File: src/rtl/c5_mem_mux.sv
`default_nettype none
// ============================================================================
// c5_mem_mux : runs the arbiter's granted client command on the shared memory
//              port, one transaction at a time, with a read-response timeout.
// Revision   : 1.0
// ============================================================================
module c5_mem_mux #(
  parameter int WIDTH   = 6,
  parameter int AW      = 24,
  parameter int DW      = 32,
  parameter int TIMEOUT = 255
) (
  input  logic                    I_clk,
  input  logic                    I_rst,
  input  logic [WIDTH-1:0]        I_grant,
  output logic                    O_stall,
  input  logic [WIDTH*AW-1:0]     I_addr,
  input  logic [WIDTH-1:0]        I_we,
  input  logic [WIDTH*DW-1:0]     I_wdata,
  input  logic [WIDTH*DW/8-1:0]   I_be,
  output logic [WIDTH-1:0]        O_ack,
  output logic                    O_err,
  output logic [DW-1:0]           O_rdata,
  output logic                    O_mem_req,
  output logic                    O_mem_we,
  output logic [AW-1:0]           O_mem_addr,
  output logic [DW-1:0]           O_mem_wdata,
  output logic [DW/8-1:0]         O_mem_be,
  input  logic                    I_mem_ready,
  input  logic                    I_mem_valid,
  input  logic [DW-1:0]           I_mem_rdata
);

  localparam int c_bw = DW / 8;
  localparam int c_iw = (WIDTH > 1) ? $clog2(WIDTH) : 1;
  localparam int c_cw = (TIMEOUT > 1) ? $clog2(TIMEOUT) : 1;
  localparam logic [c_cw-1:0] c_tmo_last = c_cw'((TIMEOUT > 0) ? TIMEOUT - 1 : 0);
  localparam logic [c_cw-1:0] c_cnt_one  = c_cw'(1);

  typedef enum logic [2:0] {
    ST_IDLE    = 3'd0,
    ST_ISSUE   = 3'd1,
    ST_WAIT    = 3'd2,
    ST_ACK     = 3'd3,
    ST_RELEASE = 3'd4
  } state_t;

  state_t            r_state;
  logic [c_iw-1:0]   r_idx;
  logic [c_cw-1:0]   r_cnt;
  logic [c_iw-1:0]   w_idx;
  logic [WIDTH-1:0]  w_hot;
  logic              w_timeout;

  // Multi-hot grants resolve to the lowest index: scan from the top down.
  always_comb begin
    w_idx = '0;
    for (int i = WIDTH - 1; i >= 0; i--) begin
      if (I_grant[i]) begin
        w_idx = c_iw'(i);
      end
    end
  end

  assign w_hot     = WIDTH'(1) << r_idx;
  assign w_timeout = (TIMEOUT != 0) && (r_cnt == c_tmo_last);

  // Combinational so the arbiter freezes its grant on the very edge we latch it.
  assign O_stall = (r_state == ST_ISSUE) || (r_state == ST_WAIT) || (r_state == ST_ACK) ||
                   ((r_state == ST_IDLE) && (|I_grant));

  always_ff @(posedge I_clk) begin
    if (I_rst) begin
      r_state     <= ST_IDLE;
      r_idx       <= '0;
      r_cnt       <= '0;
      O_ack       <= '0;
      O_err       <= 1'b0;
      O_rdata     <= '0;
      O_mem_req   <= 1'b0;
      O_mem_we    <= 1'b0;
      O_mem_addr  <= '0;
      O_mem_wdata <= '0;
      O_mem_be    <= '0;
    end else begin
      case (r_state)
        ST_IDLE: begin
          if (|I_grant) begin
            r_idx       <= w_idx;
            O_mem_addr  <= I_addr[w_idx*AW +: AW];
            O_mem_we    <= I_we[w_idx];
            O_mem_wdata <= I_wdata[w_idx*DW +: DW];
            O_mem_be    <= I_be[w_idx*c_bw +: c_bw];
            O_mem_req   <= 1'b1;
            r_state     <= ST_ISSUE;
          end
        end
        ST_ISSUE: begin
          if (I_mem_ready) begin
            O_mem_req <= 1'b0;
            r_cnt     <= '0;
            if (O_mem_we) begin
              O_ack   <= w_hot;
              O_err   <= 1'b0;
              r_state <= ST_ACK;
            end else begin
              r_state <= ST_WAIT;
            end
          end
        end
        ST_WAIT: begin
          // A response landing on the timeout cycle still counts as success.
          if (I_mem_valid) begin
            O_rdata <= I_mem_rdata;
            O_ack   <= w_hot;
            O_err   <= 1'b0;
            r_state <= ST_ACK;
          end else if (w_timeout) begin
            O_rdata <= '0;
            O_ack   <= w_hot;
            O_err   <= 1'b1;
            r_state <= ST_ACK;
          end else begin
            r_cnt <= r_cnt + c_cnt_one;
          end
        end
        ST_ACK: begin
          O_ack   <= '0;
          O_err   <= 1'b0;
          r_state <= ST_RELEASE;
        end
        ST_RELEASE: begin
          r_state <= ST_IDLE;
        end
        default: begin
          r_state <= ST_IDLE;
        end
      endcase
    end
  end

endmodule
`default_nettype wire

File: config.mk
export PLATFORM = sky130hd
export DESIGN_NAME = c5_mem_mux
export DESIGN_NICKNAME = d
export VERILOG_FILES = /design/src/rtl/c5_mem_mux.sv
export SDC_FILE = /design/constraint.sdc
export NUM_CORES = 1
export LEC_CHECK = 0
export ABC_AREA = 1
export CAP_MARGIN = 25
export CELL_PAD_IN_SITES_DETAIL_PLACEMENT = 1
export CELL_PAD_IN_SITES_GLOBAL_PLACEMENT = 1
export CORE_ASPECT_RATIO = 0.7
export CORE_UTILIZATION = 27
export DETAILED_ROUTE_END_ITERATION = 16
export PLACE_DENSITY_LB_ADDON = 0.1
export RECOVER_POWER = 50
export SYNTH_ARGS = -nofsm -noshare
export SYNTH_HDL_FRONTEND = slang
export SYNTH_SLANG_ARGS = --single-unit
File: constraint.sdc
create_clock -name I_clk -period 4.1 [get_ports I_clk]
set_input_delay 0.41 -clock I_clk [delete_from_list [all_inputs] [get_ports I_clk]]
set_output_delay 0.41 -clock I_clk [all_outputs]
set_load 0.02 [all_outputs]
==> results of run 1 <==
[flip-flops by register name (all words and copies together), names as in the netlist]
name,flops
O_ack,6
r_idx,3
O_mem_we,1
O_mem_be,4
O_rdata,32
O_mem_addr,24
r_cnt,8
O_err,1
r_state,3
O_mem_wdata,32
O_mem_req,1
[cell usage in the layout, fill, tap and decap left out, types with 8 or more instances in the layout]
cell type and count:
dlygate4sd3_1 98, inv_1 310, buf_4 14, or2_2 8, a21oi_1 109, nor2_1 20
nand2_1 453, nand3b_1 53, diode_2 13, o21ai_0 25, clkdlybuf4s50_1 410, dfxtp_1 115
clkbuf_16 17, nand3_1 415, inv_2 8
[cell type report]
type,count,share of cell area (%)
Clock inverter,14,0.962
Tap cell,464,3.82
Sequential cell,115,15.1
Timing Repair Buffer,528,34.9
Clock buffer,18,2.82
Multi-Input combinational cell,1111,34.2
Inverter,320,7.91
Antenna cell,13,0.214
[worst reg2reg max path: cells and delay by family (launching register included)]
family	cells	cell delay [ps]
and+or+nand+nor	9	1600
DFF	1	350
buffers and inverters	2	560
[kinds of logic (layout without fill, tap and decap cells)]
| kind of cell | after synthesis | after routing | synth area share, % |
|---|---|---|---|
| buf+inv | 445 | 880 | 19.5 |
| other cells | 0 | 13 | 0 |
| flops | 115 | 115 | 24.8 |
| compound gates | 141 | 141 | 7.71 |
| fa+ha+maj | 2 | 2 | 0.269 |
| simple gates | 968 | 968 | 47.7 |
[per-layer routing]
metal,vias to the layer above,wire (um)
li1,6079,-
met1,5879,21000
met2,329,23600
met3,51,3050
met4,8,967
met5,-,53
[worst paths after layout]
path	from	endpoint	slack (ps)
min reg2reg	O_mem_addr[9]	O_mem_addr[9]	460
max reg2reg	r_state[2]	r_cnt[5]	1530
max	I_mem_valid	r_cnt[5]	860
min	O_mem_addr[9]	O_mem_addr[9]	460
[synthesized netlist by cell type (8+ instances only)]
library cell	number	area [um^2]
buf_2	60	300
inv_1	310	1160
dfxtp_1	115	2300
clkbuf_1	42	158
a21oi_1	109	546
inv_2	9	33.8
nand2_1	452	1700
buf_1	11	41.3
nand3_1	414	2070
nand2_2	9	56.3
nand3b_1	53	398
o21ai_0	25	125
nor2_1	20	75.1
or2_2	8	50.1
[stage by stage]
step | hold slack (ps) | instances
after global placement | 452 | 2535
after global routing | 478 | 2579
final | 464 | 2583
after CTS | 466 | 2570
after detailed placement | 455 | 2538
after floorplan | 441 | 1671
[power breakdown]
group	switching, mW	total, mW	internal [mW]
registers	0.0870	1.34	1.25
clock network	0.653	1.51	0.854
logic	0.936	1.71	0.775
==> qor.tcl, run 1 <==
set qor(fillerInstances) 4409
set qor(maxSlewHeadroom_pct) -5.86
set qor(static-leakage-power_nw) 7.53
set qor(synth-seq-area-share_pct) 24.8
set qor(critPathMostFrequentCell) {nand2_2}
set qor(gp_routability_congestion) 0.855
set qor(timing.final.max_slew_violations) 35
set qor(register_area_mm2) 0.00230
set qor(start_kind) {input port}
set qor(detailedRoute.firstIterationViolations) 601
set qor(multi_input_area_mm2) 0.00520
set qor(dr.pass1.iters) 4
set qor(core_mm2) 0.0337
set qor(syn_nets) 2081
set qor(critical_path.slowest_cell) {clkbuf_1}
set qor(tightestPinTransition_ps) 1590
set qor(groute.layer.met3.usage_pct) 6.93
set qor(finalSetupViolations) 0
set qor(outcome) {finished, violations left}
set qor(placementRows) 56
set qor(clock_sinks) 115
set qor(slowest_delay_ps) 1140
set qor(setup.worst_path.class) {input port to flop}
set qor(synth_async_sr_flop_share_pct) 0
set qor(worst_ep_arrival_time_ps) 3610
set qor(cts-root-to-sink-buffers) 2
set qor(finalWorstPathRequiredPeriod_ps) 3240
set qor(placed_area_mm2) 0.0146
set qor(syn_area_per_cell_um2) 5.56
set qor(synthToLayoutAreaGrowth_pct) 63.7
set qor(floorplan.initialDensity_pct) 27.6
set qor(synth.distinct_cells) 28
set qor(nNetsFinal) 2503
set qor(cts_htree_levels) 4
set qor(path_buf_inv) 3
set qor(io_buffer_count) 509
set qor(rsz_0062_raised_after_global_routing) {no}
set qor(timing.critical_path.cells) {clkdlybuf4s50_1 -> clkbuf_1 -> nand2_2 -> nand2_2 -> nor2_4 -> nand2_2 -> clkinv_1 -> nand3_1 -> nand2_1 -> nor2_1}
set qor(timing.setup.tns_ps) 0
set qor(grt_most_used_layer) {met2}
set qor(post_cts_resize_count) 0
set qor(period_share_pct) 79.1
set qor(detail_route.wl_per_cell_um) 18.9
set qor(grt_max_degree) 82
set qor(ir_worst_vdd_uv) 292
set qor(hold_path_class) {flop to flop}
set qor(via_count_of_the_first_global_routing_pass) 12621
set qor(min_delay_path_depth) 2
set qor(met2_usage_pct) 47.4
set qor(yosys_register_bits) 115
set qor(timing.fmax_mhz) 308
set qor(synth_cells) 1671
set qor(layout-drive-gt1-share_pct) 3.85
set qor(drt-vias-per-instance) 4.78
set qor(chipHeight_um) 157
set qor(post_cts_buffers) 0
set qor(cts.hold.buffers_added) 0
set qor(final-hold-violation-count) 0
set qor(finish.instance_area_mm2) 0.0152
set qor(crit_path_max_fanout) 34
set qor(ant_nets) 0
set qor(path_depth) 10
set qor(postSynth.topFlopCell) {dfxtp_1}
set qor(cts-buffers-inserted) 17
set qor(use_met1_pct) 33.3
set qor(globalRouteTotalUtil_pct) 27.4
set qor(routed_wirelength_um) 48700
set qor(finClkSkew_ps) 11.4
set qor(dp_worst_setup_slack_ps) 973
set qor(design.portCount) 510
set qor(number_of_enable_flip_flop_cells_after_synthesis) 0
set qor(end_kind) {flop}
set qor(drcViolationCount) 0
set qor(clock_latency_on_the_worst_skew_pair_ps) 440
set qor(via_count) 12346
set qor(violations) {capacitance limit, slew limit}
set qor(path_clk_slew_ps) 60
set qor(max_cap_viol_count) 1
set qor(dieArea_mm2) 0.0352
set qor(fin_ws_ps) 858
set qor(netlist_area_mm2) 0.00930
set qor(initial_antenna_violation_count) 20
set qor(cts_tree) {yes}
set qor(total_power_mw) 4.56
set qor(worst-r2r-cell-count) 11
set qor(place.detailed.hpwl_um) 36300
set qor(final_standard_cell_utilization_of_the_core_pct) 45.1
set qor(yosys_warnings) 0
set qor(pwr_density_cell_mw_per_mm2) 300
set qor(master_cell_of_the_clock_root_buffer) {clkbuf_16}
set qor(grt-ovfl-total) 0
set qor(die_width_um) 224
set qor(grt_pass1_wl_um) 73900
set qor(cpLargestDelayFamily) {buffers and inverters}
set qor(worst-endpoint-required_ps) 4470
No activity file was read; power rests on OpenSTA's default activity.
==> inputs of run 2 (changes only) <==
- CORE_UTILIZATION: 27 -> 25
- clock period: 4.1 -> 3.4 ns (I/O delays scaled with it)
==> run 2 against run 1 <==
  * Sequential share of layout area decreased by 0.057 points
  * Critical path depth decreased by 4
  * Register-to-register slack got worse by 390 ps
  * Cell area increased by 0.38%
  * Cell count increased by 0.62%
  * Die area increased by 7.9%
  * First-iteration DRC count decreased by 7.5%
  * Largest power group unchanged
  * Largest cell class unchanged
  * The run now ends clean
  * Combinational power increased by 21%
==> qor.tcl, run 2 (same netlist as run 1, synthesis figures left out) <==
set qor(outcome) {finished clean}
set qor(io_buffer_count) 509
set qor(pwr_density_cell_mw_per_mm2) 362
set qor(grt_pass1_wl_um) 72700
set qor(detailedRoute.firstIterationViolations) 556
set qor(drt-vias-per-instance) 4.72
set qor(commonest_non_fill_non_tap_cells_in_the_layout) {453 x nand2_1, 415 x nand3_1, 408 x clkdlybuf4s50_1}
set qor(timing.hold.worst_endpoint) {O_mem_addr[5]}
set qor(proportion_of_total_power_due_to_net_switching_pct) 35.7
set qor(design.portCount) 510
set qor(multi_input_area_mm2) 0.00520
set qor(met2_usage_pct) 41.6
set qor(clock_sinks) 115
set qor(final-hold-violation-count) 0
set qor(period_share_pct) 74.5
set qor(end_kind) {output pin}
set qor(static-leakage-power_nw) 7.57
set qor(power_frac_comb_pct) 37.5
set qor(synthToLayoutAreaGrowth_pct) 64.3
set qor(fillerInstances) 4787
set qor(core_mm2) 0.0363
set qor(globalRouteTotalUtil_pct) 25.1
set qor(place.detailed.hpwl_um) 36400
set qor(initial_antenna_violation_count) 17
set qor(floorplan.initialDensity_pct) 25.6
set qor(post_cts_buffers) 0
set qor(die_width_um) 232
set qor(detail_route.wl_per_cell_um) 18.6
set qor(maxSlewHeadroom_pct) 54.3
set qor(largestRegisters) {O_mem_wdata: 32 flops, O_rdata: 32 flops, O_mem_addr: 24 flops}
set qor(layout-drive-gt1-share_pct) 4.08
set qor(r2r-end) {r_cnt[4]}
set qor(worst_hold_slack_ps) 396
set qor(internal_power_mw) 3.55
set qor(dieArea_mm2) 0.0380
set qor(timing.fmax_mhz) 395
set qor(finalSetupViolations) 0
set qor(rsz_0062_raised_after_global_routing) {no}
set qor(final_standard_cell_utilization_of_the_core_pct) 42.1
set qor(path_clk_slew_ps) 60
set qor(cts_htree_levels) 4
set qor(cts-buffers-inserted) 17
set qor(cts-root-to-sink-buffers) 2
set qor(drcViolationCount) 0
set qor(ant_nets) 0
set qor(min_delay_path_depth) 2
set qor(timing.final.max_slew_violations) 0
set qor(commonest_non_fill_non_tap_cell_in_the_layout) {nand2_1}
set qor(crit_path_max_fanout) 6
set qor(grt-ovfl-total) 0
set qor(master_cell_of_the_clock_root_buffer) {clkbuf_16}
set qor(tightestPinTransition_ps) 685
set qor(use_met1_pct) 31.1
set qor(power_frac_clock_pct) 33.5
set qor(cts_tree) {yes}
set qor(groute.layer.met3.usage_pct) 7.44
set qor(finClkSkew_ps) 10.1
set qor(max_cap_viol_count) 0
set qor(chipHeight_um) 163
set qor(grt_max_degree) 107
set qor(routed_wirelength_um) 48400
set qor(via_count) 12276
set qor(cts.hold.buffers_added) 0
set qor(register_area_mm2) 0.00230
set qor(clock_latency_on_the_worst_skew_pair_ps) 440
set qor(ir_worst_vdd_uv) 298
set qor(dr.pass1.iters) 4
set qor(worst-r2r-cell-count) 10
set qor(finalWorstPathRequiredPeriod_ps) 2530
set qor(placementRows) 58
set qor(worst_ep_arrival_time_ps) 2190
set qor(setup.worst_path.class) {input port to output pin}
set qor(p_seq_share_pct) 29.0
set qor(regToRegStartpoint) {r_state[2]}
set qor(post_cts_resize_count) 0
set qor(timing.setup.tns_ps) 0
set qor(grt_most_used_layer) {met2}
set qor(via_count_of_the_first_global_routing_pass) 12508
set qor(netSwitchingPower_mw) 1.97
set qor(nNetsFinal) 2506
set qor(worst-endpoint-required_ps) 3060
set qor(gp_routability_congestion) 0.875
set qor(hold_path_class) {input port to flop}
set qor(start_kind) {input port}
set qor(timing.hold.worst.start) {I_rst}
set qor(setup.reg_to_reg.worst_slack_ps) 1140
## run 2: cell types whose count changed in the layout (fill, tap and decap cells not counted), moves of 2 or more
cell | previous run | this run
buf_12 | 2 | 7
buf_16 | 3 | 0
buf_4 | 14 | 16
clkbuf_1 | 2 | 0
clkdlybuf4s50_1 | 410 | 408
clkinv_2 | 0 | 3
clkinv_4 | 2 | 5
clkinvlp_4 | 4 | 1
diode_2 | 13 | 10
dlygate4sd3_1 | 98 | 100
inv_8 | 3 | 0
## run 2: critical path: stages
cell and delay, ps:
clkdlybuf4s50_1 510, nor2_4 360, nand2_1 120, nor2_2 180, a31oi_1 110, clkdlybuf4s50_1 570
## run 2: cell type report
type | instances | share of cell area, %
clock buffer | 18 | 2.88
tap | 480 | 3.93
clock inverter | 14 | 0.999
sequential | 115 | 15.1
multi-input combinational | 1111 | 34.1
inverter | 320 | 7.88
timing repair buffer | 531 | 35.0
antenna | 10 | 0.164
## run 2: worst max-delay path by stage
stage | endpoint | slack [ps] | from | cells past startpoint
after detailed placement | O_mem_wdata[28] | 560 | I_grant[3] | 12
after CTS | O_stall | 840 | I_grant[3] | 8
after global routing | O_stall | 790 | I_grant[0] | 6
after floorplan | r_cnt[4] | 1930 | r_cnt[0] | 10
final | O_stall | 870 | I_grant[0] | 6
after global placement | O_mem_wdata[25] | 620 | I_grant[2] | 12
## run 2: through the flow
step | area, um^2 | total power [mW] | setup WS [ps] | instances
3_3_place_gp | 14700 | 3.75 | 625 | 2557
3_5_place_dp | 14700 | 3.78 | 560 | 2557
2_1_floorplan | 9300 | 2.70 | 1930 | 1671
5_1_grt | 15300 | 5.85 | 786 | 2597
4_1_cts | 15300 | 5.66 | 842 | 2589
6_report | 15300 | 5.52 | 868 | 2599
## run 2: routing by layer
metal,vias to the layer above,share of wire [%]
met4,14,2.2
met2,339,46
met5,-,0.18
met3,62,7.5
li1,6091,-
met1,5770,44
## run 2: power by group through the flow
stage | sequential, mW | clock, mW | combinational, mW
finish | 1.60 | 1.85 | 2.07
global route | 1.62 | 1.95 | 2.27
CTS | 1.61 | 1.89 | 2.15
detailed placement | 1.64 | 0 | 2.14
global placement | 1.63 | 0 | 2.12
floorplan | 1.80 | 0 | 0.902
